===== config.mk =====
export PLATFORM = sky130hd
export DESIGN_NAME = med_rank_filter
export DESIGN_NICKNAME = d
export VERILOG_FILES = /design/src/rtl/med_rank_filter.sv
export SDC_FILE = /design/constraint.sdc
export NUM_CORES = 1
export LEC_CHECK = 0
export CAP_MARGIN = 15
export CORE_UTILIZATION = 50
export DETAILED_ROUTE_END_ITERATION = 12
export GPL_ROUTABILITY_DRIVEN = 0
export HOLD_SLACK_MARGIN = 0.15
export PLACE_DENSITY = 0.77
export SYNTH_ARGS = -nofsm -noshare
export SYNTH_HDL_FRONTEND = slang
export SYNTH_SLANG_ARGS = --single-unit

===== constraint.sdc =====
create_clock -name CLK -period 4.25 [get_ports CLK]
set_clock_uncertainty 0.2 [all_clocks]
set_input_delay 0.425 -clock CLK [delete_from_list [all_inputs] [get_ports CLK]]
set_output_delay 0.425 -clock CLK [all_outputs]
set_load 0.05 [all_outputs]

===== src/rtl/med_rank_filter.sv =====
// Order-statistic filter: collects LENGTH samples, then returns the sample of a chosen rank (0 = largest).
// Latency: the last accept at edge t0 gives DO_VALID high after edge t0 + (rank+1)*LENGTH.
// Backpressure: DI_RDY is low outside LOAD; DO/DO_VALID hold until DO_RDY is seen, then the FSM returns to LOAD.
//
// Ports:
//   CLK, nRST           clock (rising edge) and asynchronous active-low reset
//   DI, DSI, DI_RDY     input sample, valid and ready; a sample is accepted when DSI & DI_RDY
//   RANK                rank to select, latched with the first sample of each window and clamped to LENGTH-1
//   DO, DO_VALID, DO_RDY  result, valid and downstream ready; the result is consumed when DO_VALID & DO_RDY
//   BUSY                high while the window is being ranked or the result is waiting
module med_rank_filter #(
    parameter int SIZE   = 8,
    parameter int LENGTH = 9,
    parameter int RW     = $clog2(LENGTH)
) (
    input  logic            CLK,
    input  logic            nRST,
    input  logic [SIZE-1:0] DI,
    input  logic            DSI,
    output logic            DI_RDY,
    input  logic [RW-1:0]   RANK,
    output logic [SIZE-1:0] DO,
    output logic            DO_VALID,
    input  logic            DO_RDY,
    output logic            BUSY
);

    typedef enum logic [1:0] {
        S_LOAD    = 2'd0,
        S_COMPUTE = 2'd1,
        S_OUT     = 2'd2
    } state_t;

    localparam logic [RW-1:0] LAST = RW'(LENGTH - 1);

    state_t          state;
    logic [RW-1:0]   cnt;       // sample count in LOAD, cycle-in-pass in COMPUTE
    logic [RW-1:0]   pass;
    logic [RW-1:0]   rank_q;
    logic [SIZE-1:0] do_q;
    logic            do_vld_q;
    logic            busy_q;

    // Sample ring. Position 0 is the head and holds the running maximum of the
    // current pass. xf marks entries already extracted by earlier passes.
    logic [SIZE-1:0] ring [LENGTH];
    logic [LENGTH-1:0] xf;

    logic            accept;
    logic            last_cyc;
    logic [RW-1:0]   rank_in;
    logic            swap;
    logic [SIZE-1:0] head_nxt;
    logic [SIZE-1:0] tail_nxt;
    logic            head_x;
    logic            tail_x;

    assign DI_RDY   = nRST && (state == S_LOAD);
    assign accept   = DSI && DI_RDY;
    assign last_cyc = (cnt == LAST);
    assign DO       = do_q;
    assign DO_VALID = do_vld_q;
    assign BUSY     = busy_q;

    // The comparison is done one bit wider so that LENGTH itself is always representable.
    assign rank_in = ({1'b0, RANK} >= (RW+1)'(LENGTH)) ? LAST : RANK;

    // Compare-exchange between the head and the entry about to pass it. The
    // larger unextracted value stays at the head, and the other value drops to
    // the tail. An extracted head always yields to an unextracted
    // entry, and an extracted entry never displaces the head. On a tie nothing
    // moves.
    always_comb begin
        swap     = !xf[1] && (xf[0] || (ring[1] > ring[0]));
        head_nxt = swap ? ring[1] : ring[0];
        head_x   = swap ? xf[1]   : xf[0];
        tail_nxt = swap ? ring[0] : ring[1];
        tail_x   = swap ? xf[0]   : xf[1];
    end

    always_ff @(posedge CLK or negedge nRST) begin
        if (!nRST) begin
            state    <= S_LOAD;
            cnt      <= '0;
            pass     <= '0;
            rank_q   <= '0;
            do_q     <= '0;
            do_vld_q <= 1'b0;
            busy_q   <= 1'b0;
        end else begin
            case (state)
                S_LOAD: begin
                    if (accept) begin
                        if (cnt == '0) begin
                            rank_q <= rank_in;
                        end
                        if (last_cyc) begin
                            cnt    <= '0;
                            pass   <= '0;
                            busy_q <= 1'b1;
                            state  <= S_COMPUTE;
                        end else begin
                            cnt <= cnt + 1'b1;
                        end
                    end
                end
                S_COMPUTE: begin
                    if (last_cyc) begin
                        cnt <= '0;
                        if (pass == rank_q) begin
                            do_q     <= head_nxt;
                            do_vld_q <= 1'b1;
                            state    <= S_OUT;
                        end else begin
                            pass <= pass + 1'b1;
                        end
                    end else begin
                        cnt <= cnt + 1'b1;
                    end
                end
                S_OUT: begin
                    if (DO_RDY) begin
                        do_vld_q <= 1'b0;
                        busy_q   <= 1'b0;
                        state    <= S_LOAD;
                    end
                end
                default: begin
                    state <= S_LOAD;
                end
            endcase
        end
    end

    // The ring contents are don't-care after reset, because every window
    // refills all LENGTH entries and clears their extracted flags.
    always_ff @(posedge CLK) begin
        if (accept) begin
            for (int i = 0; i < LENGTH - 1; i++) begin
                ring[i] <= ring[i+1];
                xf[i]   <= xf[i+1];
            end
            ring[LENGTH-1] <= DI;
            xf[LENGTH-1]   <= 1'b0;
        end else if (state == S_COMPUTE) begin
            // Entries 1..LENGTH-1 rotate past the head. After LENGTH cycles
            // the head holds the largest unextracted value. It is flagged on
            // the last cycle so that the next pass skips it.
            ring[0] <= head_nxt;
            xf[0]   <= head_x | last_cyc;
            for (int i = 1; i < LENGTH - 1; i++) begin
                ring[i] <= ring[i+1];
                xf[i]   <= xf[i+1];
            end
            ring[LENGTH-1] <= tail_nxt;
            xf[LENGTH-1]   <= tail_x;
        end
    end

endmodule


==> reports/metrics.csv <==
stage;metric;value;unit
yosys;synth_edf_count;80;
yosys;synth_top_cell_area_share;57.6;%
grt;first_global_vias;2137;
detailed_routing;vias;2175;
timing;slew-limit-headroom;25.4;%
die;core_area;7890;um2
setup_path;crit_start;nRST;
timing;finalHoldViolCount;0;
layout;layout.nets;333;
timing;clock.fmax;0.347;GHz
clock_network;clk_latency;0.35;ns
clock_network;cts_buffer_depth;2;
die;die-width;93.3;um
yosys;synth_nets;299;
layout;syn2layout_area_growth;13.4;%
setup_path;crit_type;input port to output port;
power;power_density;817;nW/um2
setup_path;regToRegSetupSlack;1.44;ns
detailed_routing;first_pass_iters;4;
clock_network;cts-root-buf;clkbuf_8;
run;maxCapViolations;0;
clock_network;htree_num_levels;3;
clock_network;post-cts-setup-buffers;0;
detailed_routing;wirelength;6320;um
timing;finalSetupTns;0;ns
die;start_util;52.8;%
detailed_routing;detail_route.vias_per_cell;5.28;
clock_network;cts_tree;yes;
yosys;syn_inst;272;
yosys;avgSynthCellArea;15.3;um2
yosys;synth_warnings;0;
placed_design;dp_slack;1.26;ns
setup_path;crit_fanout;11;
die;rows;32;
power;peakVddDrop;0.351;mV
timing;timing.final.crit_share;67.8;%
detailed_routing;remaining_drc_errors;0;
power;leakage;0.00187;uW
yosys;synth_seq_area_share;72.5;%
grt;gr-usage-all-layers;16.4;%
setup_path;worstSetupStartpointType;input port;
timing;worst_pin_slew;1.11;ns
placed_design;hpwl;4190;um
hold_path;min_path_type;input port to async pin;
clock_network;path_clk_slew;0.09;ns
yosys;synthFlopType;edfxtp_1;
placed_design;portBuffers;26;
setup_path;crit_required;3.62;ns
clock_network;cts.repair.resized;0;
timing;worst_slack;1.37;ns
grt;grt_max_degree;53;
grt;overflow;0;
detailed_routing;ant_nets;0;
layout;n_antenna_cell;0;
layout;final_util;59.9;%
die;dieHeight;93.3;um
yosys;synth_top_cell_by_area;edfxtp_1;
yosys;synth-seq-cells;105;
outcome;status;complete, no violations;
clock_network;cts.sinks;105;
setup_path;worstReg2RegStart;ring[0][7];
grt;antenna_found_initial;0;
layout;drive_gt1_share;11.3;%
detailed_routing;drt_iter0_drc;118;
setup_path;r2r_end;ring[0][0];
timing;slew_violations;0;
setup_path;ff2ff_path_depth;7;
grt;grt_pass1_wl;10500;um
die;top_level_ports;27;
yosys;synth.area.top_cells;edfxtp_1 58%, dfrtp_1 14%, mux2i_1 4.1%;
die;dieArea;8700;um2
yosys;synthArstFlopShare;22.9;%
yosys;synth_cell_types;41;
timing;whs;0.176;ns
clock_network;cts-hold-fix-buffers;0;
detailed_routing;routedWlPerCell;15.3;um
timing;period_needed;2.88;ns
setup_path;endpoint_kind;output port;
layout;nFillCells;601;
timing;grt_setup_unrepaired;no;
setup_path;crit_arrival;2.26;ns
timing;setup_viol;0;
yosys;synth_area;4170;um2
setup_path;crit_end;DI_RDY;
clock_network;cts_made_buffers;9;
## metrics by stage
stage,std cells,power [uW],area [um2]
floorplan,272,2980,4170
global placement,397,3270,4550
detailed placement,397,3330,4550
CTS,412,3900,4720
global route,412,4110,4720
finish,412,3860,4720
## area by class of cell
| cell class | instances | area (um2) | share of cell area, % |
|---|---|---|---|
| clock buffers | 9 | 124 | 2.62 |
| clock inverters | 6 | 51.3 | 1.09 |
| inverters | 11 | 41.3 | 0.874 |
| multi-input cells | 151 | 1070 | 22.6 |
| flip-flops and latches | 105 | 3020 | 64.0 |
| well taps | 102 | 128 | 2.70 |
| repair buffers | 28 | 288 | 6.09 |
## metal layers
metal	vias up	track usage [%]	part of all wire, %
met2	30	26.3	50
li1	1067	-	-
met4	0	5.77	1.2
met1	1071	21.8	46
met3	7	4.23	3.1
met5	-	0	0
## placed cells by master (no fill, tap or decap), types with 11 or more instances in the layout
| cell type | synthesis | final |
|---|---|---|
| a21oi_1 | 21 | 21 |
| clkdlybuf4s50_1 | 0 | 26 |
| dfrtp_1 | 24 | 24 |
| edfxtp_1 | 80 | 80 |
| ha_1 | 11 | 11 |
| inv_1 | 11 | 11 |
| mux2i_1 | 17 | 17 |
| nand2_1 | 12 | 12 |
| nor2_1 | 24 | 23 |
| o21ai_0 | 14 | 14 |
## worst max-delay path: stages
cell and delay [ns]:
clkdlybuf4s50_1 0.74, nor3b_1 0.25, clkdlybuf4s50_1 0.83
## synthesized netlist by cell type (all sizes together) (2+ instances only)
cell and instances:
buf 5, ha 11, edfxtp 80, mux2 10, nand3b 2, mux2i 17
or3 2, nand4 4, nor3 5, o21ai 16, dfrtp 24, xor2 2
a21oi 22, inv 11, nor3b 2, xnor2 4, nand2b 5, nor2 24
nand2 13, nand3 2
## state kept, by name, summed over array words and instances (netlist names)
signal,flops
ring,72
DO,8
DO_VALID,1
xf,9
cnt,4
rank_q,4
pass,4
state,2
BUSY,1
## how the worst min path moves through the flow
stage | depth (start not counted) | endpoint | slack, ns | startpoint
2_1_floorplan | 0 | BUSY | -0.07 | nRST
3_5_place_dp | 0 | ring[0][12] | 0.20 | ring[0][20]
5_1_grt | 1 | DO[0] | 0.20 | nRST
3_3_place_gp | 0 | ring[0][59] | 0.20 | ring[0][67]
4_1_cts | 1 | DO[0] | 0.18 | nRST
6_report | 1 | DO[0] | 0.18 | nRST
## kinds of logic (layout without fill, tap and decap cells)
family                   count (synthesis)  count (layout)  synth area share, %
multiplexers                            27              27                 6.78
flip-flops                             105             105                 72.5
XOR/XNOR                                 6               6                 1.26
AO/OA/AOI/OAI                           43              43                 5.97
adder cells (fa/ha/maj)                 11              11                 3.30
buffers and inverters                   16              54                 1.98
AND/OR/NAND/NOR                         64              64                 8.17
## where the power goes
part           internal, uW  switching (uW)
clock network           219             334
logic                   500             724
registers              1820             265
total                  2540            1320
No activity file was read; power rests on OpenSTA's default activity.
